`src/rtl/mem_access_pkg.sv`:
```
// Shared encodings and helpers for the MEM-stage data-memory access unit.
package mem_access_pkg;

    localparam logic [1:0] SIZE_WORD = 2'b00;
    localparam logic [1:0] SIZE_HALF = 2'b01;
    localparam logic [1:0] SIZE_BYTE = 2'b10;

    typedef enum logic [1:0] {
        ST_IDLE = 2'b00,
        ST_REQ  = 2'b01,
        ST_RESP = 2'b10
    } state_t;

    typedef struct packed {
        logic        we;
        logic [31:0] addr;
        logic [31:0] wdata;
        logic [3:0]  byte_en;
    } mem_req_t;

    // Reserved size 2'b11 behaves as a word access.
    function automatic logic is_misaligned(input logic [1:0] size, input logic [1:0] lane);
        logic mis;
        mis = 1'b0;
        case (size)
            SIZE_BYTE: mis = 1'b0;
            SIZE_HALF: mis = lane[0];
            SIZE_WORD: mis = (lane != 2'b00);
            default:   mis = (lane != 2'b00);
        endcase
        return mis;
    endfunction

endpackage

```
`src/rtl/mem_access_unit_if.sv`:
```
// Request/ready bus between the MEM-stage access unit and data memory.
interface mem_access_unit_if;

    logic        MemReq;
    logic        MemWe;
    logic [31:0] MemAddr;
    logic [31:0] MemWData;
    logic [3:0]  MemByteEn;
    logic        MemReady;
    logic [31:0] MemRData;

    modport master (
        output MemReq, MemWe, MemAddr, MemWData, MemByteEn,
        input  MemReady, MemRData
    );

    modport slave (
        input  MemReq, MemWe, MemAddr, MemWData, MemByteEn,
        output MemReady, MemRData
    );

endinterface

```
`src/rtl/mem_load_align.sv`:
```
// Selects a byte/half lane from a 32-bit word and sign- or zero-extends it.
module mem_load_align
    import mem_access_pkg::*;
(
    input  logic [31:0] i_rdata,
    input  logic [1:0]  i_lane,
    input  logic [1:0]  i_size,
    input  logic        i_unsigned,
    output logic [31:0] o_data
);

    logic [7:0]  w_byte;
    logic [15:0] w_half;

    always_comb begin
        w_byte = i_rdata[7:0];
        case (i_lane)
            2'd0: w_byte = i_rdata[7:0];
            2'd1: w_byte = i_rdata[15:8];
            2'd2: w_byte = i_rdata[23:16];
            2'd3: w_byte = i_rdata[31:24];
            default: w_byte = i_rdata[7:0];
        endcase
        w_half = i_lane[1] ? i_rdata[31:16] : i_rdata[15:0];

        case (i_size)
            SIZE_BYTE: o_data = {{24{w_byte[7] & ~i_unsigned}}, w_byte};
            SIZE_HALF: o_data = {{16{w_half[15] & ~i_unsigned}}, w_half};
            default:   o_data = i_rdata;
        endcase
    end

endmodule

```
`src/rtl/mem_access_unit.sv`:
```
// MEM-stage load/store unit: issues req/ready accesses, stalls upstream while
// outstanding, and hands aligned load data plus gated WB controls to MEM/WB.
module mem_access_unit
    import mem_access_pkg::*;
#(
    parameter int unsigned TIMEOUT_CYCLES = 255,
    parameter int unsigned CNT_WIDTH      = 8
) (
    input  logic        Clk,
    input  logic        Reset,
    input  logic        MemReadIn,
    input  logic        MemWriteIn,
    input  logic [1:0]  MemSizeIn,
    input  logic        LoadUnsignedIn,
    input  logic [31:0] ALUResultIn,
    input  logic [31:0] WriteDataIn,
    input  logic        RegWriteIn,
    input  logic        MemtoRegIn,
    input  logic [4:0]  DestinationRegisterIn,
    mem_access_unit_if.master mem_bus,
    output logic        Stall,
    output logic [31:0] ReadDataMemoryOut,
    output logic [31:0] ALUResultOut,
    output logic        RegWriteOut,
    output logic        MemtoRegOut,
    output logic [4:0]  DestinationRegisterOut,
    output logic        AddrError,
    output logic        BusError
);

    localparam logic [CNT_WIDTH-1:0] CNT_LAST = CNT_WIDTH'(TIMEOUT_CYCLES - 1);

    state_t               r_state, w_state_nxt;
    logic [CNT_WIDTH-1:0] r_cnt, w_cnt_nxt;
    mem_req_t             r_req, w_req_nxt;
    logic                 r_req_valid, w_req_valid_nxt;
    logic [31:0]          r_rdata, w_rdata_nxt;
    logic                 r_bus_error, w_bus_error_nxt;
    logic [1:0]           r_lane, w_lane_nxt;
    logic [1:0]           r_size, w_size_nxt;
    logic                 r_unsigned, w_unsigned_nxt;
    logic                 r_is_load, w_is_load_nxt;

    logic        w_access;
    logic        w_misaligned;
    logic        w_in_idle;
    logic        w_start;
    logic [31:0] w_load_data;
    logic [31:0] w_store_trunc;
    logic [31:0] w_store_wdata;
    logic [3:0]  w_store_be;

    assign w_access     = MemReadIn | MemWriteIn;
    assign w_misaligned = is_misaligned(MemSizeIn, ALUResultIn[1:0]);
    assign w_in_idle    = (r_state == ST_IDLE);
    assign w_start      = w_in_idle & w_access & ~w_misaligned;

    // No access may be in flight or starting while reset is held.
    assign Stall     = ~Reset & (w_start | (r_state == ST_REQ));
    assign AddrError = w_in_idle & w_access & w_misaligned;

    assign RegWriteOut = RegWriteIn & ~Stall & ~AddrError & ~r_bus_error & ~Reset;
    assign MemtoRegOut = MemtoRegIn & ~Stall & ~AddrError & ~r_bus_error & ~Reset;
    assign ALUResultOut           = ALUResultIn;
    assign DestinationRegisterOut = DestinationRegisterIn;
    assign ReadDataMemoryOut      = r_rdata;
    assign BusError               = r_bus_error;

    assign mem_bus.MemReq    = r_req_valid;
    assign mem_bus.MemWe     = r_req.we;
    assign mem_bus.MemAddr   = r_req.addr;
    assign mem_bus.MemWData  = r_req.wdata;
    assign mem_bus.MemByteEn = r_req.byte_en;

    mem_load_align u_load_align (
        .i_rdata    (mem_bus.MemRData),
        .i_lane     (r_lane),
        .i_size     (r_size),
        .i_unsigned (r_unsigned),
        .o_data     (w_load_data)
    );

    // Lane 0, zero-extended: truncates store data to the access size before replication.
    mem_load_align u_store_trunc (
        .i_rdata    (WriteDataIn),
        .i_lane     (2'b00),
        .i_size     (MemSizeIn),
        .i_unsigned (1'b1),
        .o_data     (w_store_trunc)
    );

    always_comb begin
        w_store_be    = 4'b1111;
        w_store_wdata = w_store_trunc;
        case (MemSizeIn)
            SIZE_BYTE: begin
                w_store_be    = 4'b0001 << ALUResultIn[1:0];
                w_store_wdata = {4{w_store_trunc[7:0]}};
            end
            SIZE_HALF: begin
                w_store_be    = ALUResultIn[1] ? 4'b1100 : 4'b0011;
                w_store_wdata = {2{w_store_trunc[15:0]}};
            end
            default: ;
        endcase
    end

    // Next-state and next-register values.
    always_comb begin
        w_state_nxt     = r_state;
        w_cnt_nxt       = r_cnt;
        w_req_nxt       = r_req;
        w_req_valid_nxt = r_req_valid;
        w_rdata_nxt     = r_rdata;
        w_bus_error_nxt = 1'b0;
        w_lane_nxt      = r_lane;
        w_size_nxt      = r_size;
        w_unsigned_nxt  = r_unsigned;
        w_is_load_nxt   = r_is_load;

        case (r_state)
            ST_IDLE: begin
                w_cnt_nxt = '0;
                if (w_start) begin
                    w_req_valid_nxt   = 1'b1;
                    w_req_nxt.we      = MemWriteIn;
                    w_req_nxt.addr    = {ALUResultIn[31:2], 2'b00};
                    w_req_nxt.wdata   = w_store_wdata;
                    w_req_nxt.byte_en = w_store_be;
                    w_lane_nxt        = ALUResultIn[1:0];
                    w_size_nxt        = MemSizeIn;
                    w_unsigned_nxt    = LoadUnsignedIn;
                    w_is_load_nxt     = ~MemWriteIn;
                    w_state_nxt       = ST_REQ;
                end
            end
            ST_REQ: begin
                if (mem_bus.MemReady) begin
                    w_req_valid_nxt = 1'b0;
                    if (r_is_load) w_rdata_nxt = w_load_data;
                    w_state_nxt = ST_RESP;
                end else if (r_cnt == CNT_LAST) begin
                    w_req_valid_nxt = 1'b0;
                    w_bus_error_nxt = 1'b1;
                    if (r_is_load) w_rdata_nxt = '0;
                    w_state_nxt = ST_RESP;
                end else begin
                    w_cnt_nxt = CNT_WIDTH'(r_cnt + 1'b1);
                end
            end
            ST_RESP: begin
                w_cnt_nxt   = '0;
                w_state_nxt = ST_IDLE;
            end
            default: w_state_nxt = ST_IDLE;
        endcase
    end

    always_ff @(posedge Clk or posedge Reset) begin
        if (Reset) begin
            r_state     <= ST_IDLE;
            r_cnt       <= '0;
            r_req       <= '0;
            r_req_valid <= 1'b0;
            r_rdata     <= '0;
            r_bus_error <= 1'b0;
            r_lane      <= '0;
            r_size      <= '0;
            r_unsigned  <= 1'b0;
            r_is_load   <= 1'b0;
        end else begin
            r_state     <= w_state_nxt;
            r_cnt       <= w_cnt_nxt;
            r_req       <= w_req_nxt;
            r_req_valid <= w_req_valid_nxt;
            r_rdata     <= w_rdata_nxt;
            r_bus_error <= w_bus_error_nxt;
            r_lane      <= w_lane_nxt;
            r_size      <= w_size_nxt;
            r_unsigned  <= w_unsigned_nxt;
            r_is_load   <= w_is_load_nxt;
        end
    end

endmodule

```
`src/flat_wrapper.sv`:
```
// flat-port wrapper written by rule: the top's interface ports become plain ports
module mem_access_unit_flat import mem_access_pkg::*;
#(
    parameter int unsigned TIMEOUT_CYCLES = 255,
    parameter int unsigned CNT_WIDTH      = 8
)
  (Clk, Reset, MemReadIn, MemWriteIn, MemSizeIn, LoadUnsignedIn, ALUResultIn, WriteDataIn, RegWriteIn, MemtoRegIn, DestinationRegisterIn, Stall, ReadDataMemoryOut, ALUResultOut, RegWriteOut, MemtoRegOut, DestinationRegisterOut, AddrError, BusError, mem_bus_MemReq, mem_bus_MemWe, mem_bus_MemAddr, mem_bus_MemWData, mem_bus_MemByteEn, mem_bus_MemReady, mem_bus_MemRData);
  mem_access_unit_if mem_bus_i ();
  input  logic Clk;
  input  logic Reset;
  input  logic MemReadIn;
  input  logic MemWriteIn;
  input  logic [1:0] MemSizeIn;
  input  logic LoadUnsignedIn;
  input  logic [31:0] ALUResultIn;
  input  logic [31:0] WriteDataIn;
  input  logic RegWriteIn;
  input  logic MemtoRegIn;
  input  logic [4:0] DestinationRegisterIn;
  output logic Stall;
  output logic [31:0] ReadDataMemoryOut;
  output logic [31:0] ALUResultOut;
  output logic RegWriteOut;
  output logic MemtoRegOut;
  output logic [4:0] DestinationRegisterOut;
  output logic AddrError;
  output logic BusError;
  output wire logic [$bits(mem_bus_i.MemReq)-1:0] mem_bus_MemReq;
  output wire logic [$bits(mem_bus_i.MemWe)-1:0] mem_bus_MemWe;
  output wire logic [$bits(mem_bus_i.MemAddr)-1:0] mem_bus_MemAddr;
  output wire logic [$bits(mem_bus_i.MemWData)-1:0] mem_bus_MemWData;
  output wire logic [$bits(mem_bus_i.MemByteEn)-1:0] mem_bus_MemByteEn;
  input wire logic [$bits(mem_bus_i.MemReady)-1:0] mem_bus_MemReady;
  input wire logic [$bits(mem_bus_i.MemRData)-1:0] mem_bus_MemRData;
  assign mem_bus_MemReq = mem_bus_i.MemReq;
  assign mem_bus_MemWe = mem_bus_i.MemWe;
  assign mem_bus_MemAddr = mem_bus_i.MemAddr;
  assign mem_bus_MemWData = mem_bus_i.MemWData;
  assign mem_bus_MemByteEn = mem_bus_i.MemByteEn;
  assign mem_bus_i.MemReady = mem_bus_MemReady;
  assign mem_bus_i.MemRData = mem_bus_MemRData;
  mem_access_unit #(.TIMEOUT_CYCLES(TIMEOUT_CYCLES), .CNT_WIDTH(CNT_WIDTH)) u_core (.Clk(Clk), .Reset(Reset), .MemReadIn(MemReadIn), .MemWriteIn(MemWriteIn), .MemSizeIn(MemSizeIn), .LoadUnsignedIn(LoadUnsignedIn), .ALUResultIn(ALUResultIn), .WriteDataIn(WriteDataIn), .RegWriteIn(RegWriteIn), .MemtoRegIn(MemtoRegIn), .DestinationRegisterIn(DestinationRegisterIn), .mem_bus(mem_bus_i), .Stall(Stall), .ReadDataMemoryOut(ReadDataMemoryOut), .ALUResultOut(ALUResultOut), .RegWriteOut(RegWriteOut), .MemtoRegOut(MemtoRegOut), .DestinationRegisterOut(DestinationRegisterOut), .AddrError(AddrError), .BusError(BusError));
endmodule
```
`config.mk`:
```
export PLATFORM = sky130hd
export DESIGN_NAME = mem_access_unit_flat
export DESIGN_NICKNAME = d
export VERILOG_FILES = /design/src/rtl/mem_access_pkg.sv /design/src/rtl/mem_access_unit_if.sv /design/src/rtl/mem_load_align.sv /design/src/rtl/mem_access_unit.sv /design/src/flat_wrapper.sv
export SDC_FILE = /design/constraint.sdc
export NUM_CORES = 1
export LEC_CHECK = 0
export CORE_MARGIN = 3
export CORE_UTILIZATION = 38
export DETAILED_ROUTE_END_ITERATION = 6
export PLACE_DENSITY = 0.84
export SLEW_MARGIN = 20
export SYNTH_ARGS = -nofsm -noshare
export SYNTH_HDL_FRONTEND = slang
export SYNTH_SLANG_ARGS = --single-unit
export TNS_END_PERCENT = 50
```
`constraint.sdc`:
```
create_clock -name Clk -period 3.7 [get_ports Clk]
set_input_delay 0.74 -clock Clk [delete_from_list [all_inputs] [get_ports Clk]]
set_output_delay 0.74 -clock Clk [all_outputs]
set_load 0.02 [all_outputs]
```
* Word-level counts from Yosys, hierarchy flattened *
Cells that the tools add are included.

word-level totals
  register bits = 117
  output and inout bits = 144

operators by class
  $add $sub $neg = 1
  eq/ne operators = 14
  shift-type cells = 1
  mux-type cells = 26
  bitwise operators = 23
  reductions and logical operators = 12

operator list
  kind                 number
  $pmux 32 s2          3
  $mux 32              4
  $pmux 8 s4           1
  $mux 16              1
  $mux 8               2
  $pmux 8 s2           1
  $and 1x1->1          14
  $eq 2x2->1 const B   5
  $reduce_and 3->1     3
  $add 8x1->8 const B  1
  $eq 2x1->1 const B   4
  $eq 8x8->1 const B   1
  $pmux 4 s2           1
  $reduce_bool 2->1    4
  $not 1->1            7
  $mux 1               6
  $mux 2               3
  $ne 2x2->1 const B   3
  $logic_not 2->1      2
  $mux 4               1
  $pmux 1 s2           2
  $pmux 2 s2           1
  $reduce_and 2->1     2
  $shl 1x2->4 const A  1
  3 further kinds      4

* Depth between registers and ports, before layout *
Gate-level depths: netlist of the first run.

  depth in word-level cells = 11
  depth in mapped cells = 8

* Modules after synthesis *
Synthesis of the first run repeated with hierarchy kept, for this count alone.

unflattened totals
  cell total of the unflattened synthesis = 705
  area total of the unflattened synthesis = 7,230.7 um^2

by module, submodules not included
  module           instances  cells each  area each (um^2)  seq. area each (um^2)
  mem_access_unit  1          465         5,624.1           2,927.8
  mem_load_align   2          120         803.3             0.0

* Worst setup path after synthesis of the first run *
No wires, ideal clock.

  path type = input -> output
  start point = input port MemSizeIn[0]
  end point = output port Stall
  arrival = 2.242 ns
  required time = 2.960 ns
  setup slack = 0.718 ns
  cell stages on the path = 7
  buffers on the path = 2
  cells stage by stage = inv_1 -> ha_1 -> o21ai_1 -> o2111ai_1 -> buf_2 -> clkbuf_1 -> a21oi_1

between the ends
  word-level cells in the longest chain between the ends = 6
  elaborated cells on any way between the ends = 7

ends and longest elaborated chain
  item                                      RTL line               source
  start: declaration                        flat_wrapper.sv:13     input logic [1:0] MemSizeIn;
  $eq 2x1->1 or $eq 2x2->1 (tied branches)  mem_access_pkg.sv:25   case (size)
  $pmux 1 s2 *                              mem_access_pkg.sv:25
  $not 1->1 *                               mem_access_unit.sv:56  assign w_start = w_in_idle & w_access & ~w_misaligned;
  $and 1x1->1 *                             mem_access_unit.sv:56
  $or 1x1->1 *                              mem_access_unit.sv:59  assign Stall = ~Reset & (w_start | (r_state == ST_REQ));
  $and 1x1->1 *                             mem_access_unit.sv:59
  end: declaration                          flat_wrapper.sv:20     output logic Stall;

Mark *: on every way between the ends. The rest lies on a longest branch, timed or not.

* Final worst setup path of the first run *
Same ends and word-level chain as after synthesis.

==> flow_metrics.py, run 1 <==
metrics = {
    "synth": {
        "yosys_warnings": 0,
        "syn_area_per_cell_sq_um": 11.3,
        "ys_ff_latch": 117,
        "yosysTopAreaCell": "dfrtp_1",
        "synth_top_area_share_pct": 50.8,
        "ys_types": 47,
        "synthesis.area_sq_um": 5770,
        "ys_seq_area_share_pct": 50.8,
        "synth-edff-count": 0,
        "synthArstFlopShare_pct": 100,
        "yosys-top-cells-area": "dfrtp_1 51%, mux2_2 9.8%, buf_4 5.1%, nand2_1 2.7%, nor2b_1 2.6%",
        "synthCells": 509,
        "ys.flop_type": "dfrtp_1",
    },
    "cts": {
        "clk_latency_ps": 410,
        "clkTransAtPathRegs_ps": 50,
        "post_cts_buffers": 0,
        "clk_path_buf_depth": 2,
        "cts_max_level": 4,
        "cts_sinks": 117,
        "cts_resized": 0,
        "tritoncts": "done",
        "cts_hold_buf": 0,
        "cts-root-buf": "clkbuf_16",
        "cts_buffers": 17,
    },
    "worst_setup_path": {
        "path_delay_family": "buffers and inverters",
        "critPathMaxFanout": 2,
        "critPathMostFrequentCell": "clkdlybuf4s50_1",
        "slowest_stage": "clkdlybuf4s50_1",
        "worst-path-buf-inv": 3,
        "cp.arrival_ps": 2710,
        "path_cells": "clkdlybuf4s50_1, inv_1, ha_1, o21ai_1, o2111ai_4, a21oi_1, clkdlybuf4s50_1",
        "crit_type": "input pin to output pin",
        "start_kind": "input pin",
        "worst_setup_path_end_kind": "output pin",
        "required_ps": 2960,
        "crit_path_max_incr_delay_ps": 620,
    },
    "sta": {
        "slew_viol_final": 0,
        "clock_skew_ps": 8.86,
        "worst_pin_slew_ps": 1080,
        "hold_viol": 0,
        "relSlewSlack_pct": 28.3,
        "setup_tns_ps": 0,
        "fmax_mhz": 290,
        "period_share_pct": 93.3,
        "worst_slack_ps": 249,
        "fin_crit_ps": 3450,
        "grt_setup_unrepaired": "false",
        "setup_viol": 0,
    },
    "job": {
        "drv_cap": 0,
    },
    "cells_and_area": {
        "diodes": 0,
        "final_nets": 826,
        "areaGrowthSynthToFinish_pct": 50.1,
        "drive_gt1_share_pct": 14.5,
    },
    "route": {
        "drc": 0,
        "viasPerCell": 5.31,
        "totalWireLength_um": 17000,
        "vias": 4809,
        "drtPass1Iterations": 4,
        "drtAntennaViolNets": 0,
        "drtIter0Drc": 166,
        "post_drt_wl_per_cell_um": 18.7,
    },
    "placement": {
        "pre_cts_ws_ps": 261,
        "dp.final_hpwl_um": 12700,
        "place_congestion": 0.905,
        "numPortBuffers": 242,
    },
    "floorplan": {
        "die_x_um": 129,
        "die_area_sq_um": 16700,
        "die_h_um": 129,
        "start_util_pct": 39.2,
        "core_sq_um": 14700,
        "ioPinCount": 255,
        "num_rows": 44,
    },
    "global_routing": {
        "grt_pass1_vias": 5030,
        "grt.total_usage_pct": 20.4,
        "antenna_found_initial": 0,
        "grt_pass1_wl_um": 26400,
        "grt_remaining_overflow": 0,
        "grt_max_degree": 108,
    },
    "worst_hold_path": {
        "worstHoldPathType": "flip-flop to flip-flop",
    },
    "run_status": {
        "status": "completed",
    },
    "power_and_ir_drop": {
        "p_leak_nw": 3.73,
        "p_per_area_nw_per_um2": 829,
        "ir_drop_uv": 425,
    },
}
==> cell usage after synthesis (all sizes together) (17+ instances only) <==
master and count:
dfrtp 117, mux2 50, buf 49, nand2 43, nor2b 24, clkbuf 22, o21ai 21, inv 19
a221o 17, a221oi 17, o31ai 17
==> report_power, final <==
part	switching (W)	total [W]	leakage (nW)	internal [W]
Clock	0.000591	0.00158	0.265	0.000986
Combinational	0.00168	0.00336	2.01	0.00168
Sequential	0.000394	0.00225	1.45	0.00185
==> sequential cells by signal (all words and copies together) (netlist names) <==
| name | cells |
|---|---|
| u_core.BusError | 1 |
| u_core.r_lane | 2 |
| u_core.r_state | 2 |
| u_core.mem_bus.MemByteEn | 4 |
| u_core.mem_bus.MemReq | 1 |
| u_core.mem_bus.MemWe | 1 |
| u_core.mem_bus.MemAddr | 30 |
| u_core.ReadDataMemoryOut | 32 |
| u_core.r_size | 2 |
| u_core.r_unsigned | 1 |
| u_core.r_cnt | 8 |
| u_core.mem_bus.MemWData | 32 |
| u_core.r_is_load | 1 |
==> placed cells by master, fill, tap and decap left out, drive strengths merged, types with 17 or more instances in the layout <==
cell           instances
a221o                 17
o21ai                 21
a221oi                17
mux2                  50
nand2                 43
o31ai                 17
dfrtp                117
nor2b                 24
clkbuf                19
clkdlybuf4s50        242
inv                   18
==> stage by stage <==
step | instances | total power [W] | utilization [%] | hold WS, ps | instance area, sq um
global placement | 874 | 0.00552 | 55.0 | 462 | 8090
floorplan | 510 | 0.00406 | - | 442 | 5780
detailed placement | 874 | 0.00564 | 55.0 | 466 | 8090
CTS | 906 | 0.00725 | 58.9 | 478 | 8660
finish | 906 | 0.00718 | 58.9 | 473 | 8660
global route | 906 | 0.00757 | 58.9 | 489 | 8660
==> cells by family (layout without fill, tap and decap cells) <==
group           count (synthesis)  in the layout  share of synthesized area, %
compound gates                117            117                          16.2
mux                            63             63                          12.2
buf+inv                        90            302                          8.81
simple gates                  110            110                          9.91
xor+xnor                        5              5                         0.759
flops                         117            117                          50.8
fa+ha+maj                       6              6                          1.30
other cells                     1              2                        0.0650
==> final cells by class <==
| type | instances | area [sq um] |
|---|---|---|
| multi-input combinational | 303 | 2350 |
| inverter | 19 | 75.1 |
| timing repair buffer | 251 | 2500 |
| tap | 184 | 230 |
| clock inverter | 13 | 135 |
| fill | 1171 | 6040 |
| clock buffer | 19 | 433 |
| sequential | 117 | 2930 |
==> final timing paths <==
check	start	endpoint	slack, ps	depth (start not counted)
max reg2reg	u_core.r_cnt[0]$_DFFE_PP0P_	u_core.ReadDataMemoryOut[20]$_DFFE_PP0P_	1140	6
min	u_core.ReadDataMemoryOut[10]$_DFFE_PP0P_	u_core.ReadDataMemoryOut[10]$_DFFE_PP0P_	470	1
min in group asynchronous	Reset	u_core.mem_bus.MemWe$_DFFE_PP0P_	840	2
min reg2reg	u_core.ReadDataMemoryOut[10]$_DFFE_PP0P_	u_core.ReadDataMemoryOut[10]$_DFFE_PP0P_	470	1
max	MemSizeIn[0]	Stall	250	7
max in group asynchronous	Reset	u_core.mem_bus.MemAddr[24]$_DFFE_PP0P_	2160	3
==> worst register-to-register path: cells and delay by family, from the launching register on <==
family          cells  cell delay (ps)
compound gates      2              890
fa+ha+maj           1              150
buf+inv             1              100
flops               1              390
simple gates        2              910
==> routing by layer <==
| layer | track usage [%] | wire, um |
|---|---|---|
| met1 | 23.3 | 6560 |
| met2 | 34.9 | 8490 |
| met3 | 7.75 | 1610 |
| met4 | 7.35 | 303 |
| met5 | 0 | 0 |
Note: power is estimated with default switching activity, not from simulation.
==> run 2: changes to the inputs <==
- CTS_CLUSTER_DIAMETER: not set -> 80
- PLACE_DENSITY: 0.84 -> not set
- PLACE_DENSITY_LB_ADDON: not set -> 0.3
==> run 2 against run 1 <==
Against the previous run: power rose by 3.7%; global-route usage rose by 0.20 points; design area rose by 1.2%.
==> flow_metrics.py, run 2 (synthesis results as in run 1) <==
metrics = {
    "sta": {
        "relSlewSlack_pct": 35.6,
        "setup_tns_ps": 0,
        "fin_crit_ps": 3470,
        "slew_viol_final": 0,
        "setup_viol": 0,
        "fmax_mhz": 288,
        "grt_setup_unrepaired": "false",
        "worst_pin_slew_ps": 964,
        "clock_skew_ps": 4.70,
        "period_share_pct": 93.8,
        "hold_viol": 0,
    },
    "cts": {
        "cts_max_level": 4,
        "post_cts_buffers": 0,
        "cts-root-buf": "clkbuf_16",
        "tritoncts": "done",
        "cts_buffers": 17,
        "cts_resized": 0,
        "clkTransAtPathRegs_ps": 50,
        "clk_latency_ps": 400,
        "cts_sinks": 117,
        "clk_path_buf_depth": 2,
        "cts_hold_buf": 0,
    },
    "job": {
        "drv_cap": 0,
    },
    "worst_setup_path": {
        "path_cells": "clkdlybuf4s50_1, inv_1, ha_1, o21ai_1, o2111ai_4, a21oi_1, clkdlybuf4s50_1",
        "crit_path_max_incr_delay_ps": 620,
        "path_delay_family": "buffers and inverters",
        "start_kind": "input pin",
        "critPathMostFrequentCell": "clkdlybuf4s50_1",
        "cp.arrival_ps": 2730,
        "slowest_stage": "clkdlybuf4s50_1",
        "critPathMaxFanout": 2,
        "worst_setup_path_end_kind": "output pin",
        "worst-path-buf-inv": 3,
        "crit_type": "input pin to output pin",
        "required_ps": 2960,
    },
    "placement": {
        "place_congestion": 0.812,
        "dp.final_hpwl_um": 12200,
        "numPortBuffers": 242,
        "dpl.cell_count": 872,
    },
    "global_routing": {
        "grt_pass1_vias": 4960,
        "grt_max_degree": 118,
        "grt_pass1_wl_um": 26600,
        "grt.total_usage_pct": 20.6,
        "grt_remaining_overflow": 0,
        "antenna_found_initial": 0,
    },
    "cells_and_area": {
        "layout.cells.non_filler": 904,
        "diodes": 0,
        "areaGrowthSynthToFinish_pct": 51.8,
        "area.sequential_sq_um": 2930,
        "drive_gt1_share_pct": 14.4,
        "final_common_cell": "clkdlybuf4s50_1",
        "post-route-util_pct": 59.6,
        "fillCellCount": 1204,
        "final_cell_mix": "242 x clkdlybuf4s50_1, 117 x dfrtp_1, 50 x mux2_2",
        "final_nets": 824,
        "multiInputGateArea_sq_um": 2350,
    },
    "route": {
        "drtAntennaViolNets": 0,
        "drc": 0,
        "drtIter0Drc": 249,
        "drtPass1Iterations": 4,
        "vias": 4739,
        "totalWireLength_um": 17000,
        "post_drt_wl_per_cell_um": 18.8,
        "viasPerCell": 5.24,
    },
    "power_and_ir_drop": {
        "p_leak_nw": 3.78,
        "ir_drop_uv": 435,
        "p_per_area_nw_per_um2": 850,
    },
    "floorplan": {
        "die_x_um": 129,
        "die_area_sq_um": 16700,
        "ioPinCount": 255,
        "core_sq_um": 14700,
        "num_rows": 44,
        "start_util_pct": 39.2,
        "die_h_um": 129,
    },
    "run_status": {
        "status": "completed",
    },
    "worst_hold_path": {
        "worstHoldPathType": "flip-flop to flip-flop",
    },
}
[run 2: cell count changes in the layout (fill, tap and decap cells not counted)]
| cell | delta |
|---|---|
| clkbuf_8 | +1 |
| clkinv_4 | +1 |
| buf_4 | -3 |
| bufinv_16 | +4 |
| clkinv_2 | -1 |
| buf_12 | +1 |
| clkbuf_1 | -1 |
| clkinvlp_4 | -4 |
[run 2: final timing paths]
path / to / startpoint / slack, ps / cells past startpoint
worst max-delay path: Stall / MemSizeIn[0] / 230 / 7
worst min-delay path: u_core.mem_bus.MemByteEn[3]$_DFFE_PP0P_ / u_core.mem_bus.MemByteEn[3]$_DFFE_PP0P_ / 480 / 2
worst max register to register: u_core.ReadDataMemoryOut[25]$_DFFE_PP0P_ / u_core.r_cnt[0]$_DFFE_PP0P_ / 1160 / 6
worst min register to register: u_core.mem_bus.MemByteEn[3]$_DFFE_PP0P_ / u_core.mem_bus.MemByteEn[3]$_DFFE_PP0P_ / 480 / 2
max in group asynchronous: u_core.mem_bus.MemAddr[8]$_DFFE_PP0P_ / Reset / 2250 / 3
min in group asynchronous: u_core.r_state[1]$_DFFE_PP0P_ / Reset / 930 / 3
[run 2: report_power, final]
part | internal, W | switching, W
sequential | 0.00185 | 0.000383
combinational | 0.00168 | 0.00166
clock | 0.00128 | 0.000596
[run 2: layout make-up]
cell class | instances | area share (%)
inverters | 19 | 0.857
clock buffers | 19 | 5.06
multi-input cells | 303 | 26.9
well taps | 184 | 2.63
clock inverters | 13 | 2.61
repair buffers | 249 | 28.5
flip-flops and latches | 117 | 33.4
[run 2: worst min-delay path, stage by stage (launching register included)]
cell and delay (ps):
dfrtp_1 340, nand2_1 40, o21ai_0 60
[run 2: stage by stage]
stage | area (sq um) | power, W | worst slack [ps] | hold slack [ps]
after detailed placement | 8090 | 0.00560 | 226 | 470
after global placement | 8090 | 0.00552 | 238 | 462
after CTS | 8760 | 0.00753 | 223 | 486
final | 8760 | 0.00745 | 230 | 482
after floorplan | 5780 | 0.00406 | 718 | 442
after global routing | 8760 | 0.00787 | 160 | 501
[run 2: metal layers]
| metal | track usage, % | share of wire [%] | wire [um] | vias up |
|---|---|---|---|---|
| li1 | - | - | - | 2195 |
| met1 | 23.8 | 38 | 6500 | 2321 |
| met2 | 34.9 | 50 | 8500 | 203 |
| met3 | 9.07 | 10 | 1740 | 20 |
| met4 | 5.68 | 1.5 | 254 | 0 |
| met5 | 0 | 0 | 0 | - |
==> run 3: changes to the inputs <==
- CTS_BUF_LIST: not set -> sky130_fd_sc_hd__clkbuf_8 sky130_fd_sc_hd__clkbuf_16
==> run 3 against run 2 <==
Against the previous run: design area unchanged; clock-buffer cell count decreased by 1; clock power about the same; die area unchanged; wire length about the same; sequential share of layout area unchanged; flip-flop and latch count unchanged; register-to-register slack about the same; critical path type unchanged; highest routed layer unchanged.
==> flow_metrics.py, run 3 (synthesis results as in run 1) <==
metrics = {
    "power_and_ir_drop": {
        "swShare_pct": 35.5,
        "p_leak_nw": 3.79,
        "p_clk_share_pct": 25.2,
        "p_per_area_nw_per_um2": 850,
        "ir_drop_uv": 435,
        "combPwrFrac_pct": 44.8,
        "p_sw_w": 0.00264,
        "seq_power_share_pct": 30.0,
        "power_w": 0.00744,
        "p_int_w": 0.00480,
    },
    "route": {
        "drtIter0Drc": 247,
        "post_drt_wl_per_cell_um": 18.8,
        "vias": 4741,
        "viasPerCell": 5.24,
        "drtPass1Iterations": 4,
        "totalWireLength_um": 17000,
        "drtAntennaViolNets": 0,
        "drc": 0,
    },
    "worst_setup_path": {
        "required_ps": 2960,
        "r2r_cells": 6,
        "critPathMaxFanout": 2,
        "worst_setup_path_end_kind": "output pin",
        "start_kind": "input pin",
        "cp.arrival_ps": 2730,
        "crit_type": "input pin to output pin",
    },
    "global_routing": {
        "grt_remaining_overflow": 0,
        "grt_pass1_wl_um": 26600,
        "grt_pass1_vias": 4960,
        "grt_max_degree": 118,
        "grt.total_usage_pct": 20.6,
        "antenna_found_initial": 0,
    },
    "cells_and_area": {
        "post-route-util_pct": 59.6,
        "areaGrowthSynthToFinish_pct": 51.8,
        "drive_gt1_share_pct": 14.4,
        "final_common_cell": "clkdlybuf4s50_1",
        "final_cell_mix": "242 x clkdlybuf4s50_1, 117 x dfrtp_1, 50 x mux2_2",
        "fillCellCount": 1204,
        "final_nets": 824,
        "multiInputGateArea_sq_um": 2350,
        "diodes": 0,
        "area.sequential_sq_um": 2930,
        "layout.cells.non_filler": 904,
    },
    "placement": {
        "dp.final_hpwl_um": 12200,
        "place_congestion": 0.812,
        "dpl.cell_count": 872,
        "numPortBuffers": 242,
    },
    "worst_hold_path": {
        "min_path_cells": 2,
        "worstHoldPathType": "flip-flop to flip-flop",
    },
    "floorplan": {
        "ioPinCount": 255,
        "num_rows": 44,
        "die_x_um": 129,
        "start_util_pct": 39.2,
        "die_area_sq_um": 16700,
        "core_sq_um": 14700,
        "die_h_um": 129,
    },
    "cts": {
        "clk_latency_ps": 400,
        "cts_max_level": 4,
        "post_cts_buffers": 0,
        "cts_resized": 0,
        "tritoncts": "done",
        "cts_hold_buf": 0,
        "cts-root-buf": "clkbuf_16",
        "cts_buffers": 17,
        "clk_path_buf_depth": 2,
        "cts_sinks": 117,
        "clkTransAtPathRegs_ps": 50,
    },
    "sta": {
        "period_share_pct": 93.8,
        "hold_viol": 0,
        "clock_skew_ps": 4.68,
        "slew_viol_final": 0,
        "setup_tns_ps": 0,
        "fmax_mhz": 288,
        "fin_crit_ps": 3470,
        "worst_pin_slew_ps": 965,
        "grt_setup_unrepaired": "false",
        "relSlewSlack_pct": 35.5,
        "setup_viol": 0,
    },
    "job": {
        "drv_cap": 0,
    },
    "run_status": {
        "status": "completed",
    },
}
==> run 3: changes by cell type in the layout (fill, tap and decap cells not counted), sizes merged <==
cell,delta
inv,+1
clkbuf,-1
==> run 3: worst max-delay path, cell delays in order <==
cell,delay [ps]
clkdlybuf4s50_1,490
inv_1,60
ha_1,300
o21ai_1,170
o2111ai_4,180
a21oi_1,170
clkdlybuf4s50_1,620
==> run 3: power groups by stage <==
stage	clock (W)	sequential [W]	combinational, W
after detailed placement	0	0.00224	0.00336
after CTS	0.00192	0.00224	0.00337
after global placement	0	0.00221	0.00331
after floorplan	0	0.00280	0.00125
final	0.00187	0.00223	0.00334
after global routing	0.00198	0.00231	0.00357
==> run 3: per-layer routing <==
layer  up-vias  wire (um)  global-route usage, %
met4         0        237                   5.68
met2       207       8470                   34.9
li1       2197          -                      -
met3        18       1800                   9.07
met1      2319       6500                   23.8
met5         -          0                      0
==> run 3: final cells by class <==
cell class,instances,area share [%]
clock buffer,18,5.01
clock inverter,14,2.66
inverter,19,0.857
multi-input combinational,303,26.9
sequential,117,33.4
tap,184,2.63
timing repair buffer,249,28.5
==> run 3: worst paths after layout <==
check | slack, ps | endpoint | from
setup / recovery | 230 | Stall | MemSizeIn[0]
hold / removal | 480 | u_core.mem_bus.MemByteEn[3]$_DFFE_PP0P_ | u_core.mem_bus.MemByteEn[3]$_DFFE_PP0P_
hold reg to reg | 480 | u_core.mem_bus.MemByteEn[3]$_DFFE_PP0P_ | u_core.mem_bus.MemByteEn[3]$_DFFE_PP0P_
setup reg to reg | 1160 | u_core.ReadDataMemoryOut[25]$_DFFE_PP0P_ | u_core.r_cnt[0]$_DFFE_PP0P_
max in group asynchronous | 2230 | u_core.mem_bus.MemAddr[8]$_DFFE_PP0P_ | Reset
min in group asynchronous | 920 | u_core.mem_bus.MemReq$_DFFE_PP0P_ | Reset
==> run 3: through the flow <==
stage	hold slack [ps]	setup slack, ps	cell area, sq um
detailed placement	470	226	8090
finish	482	230	8760
CTS	486	223	8760
floorplan	442	718	5780
global route	501	160	8760
global placement	462	238	8090
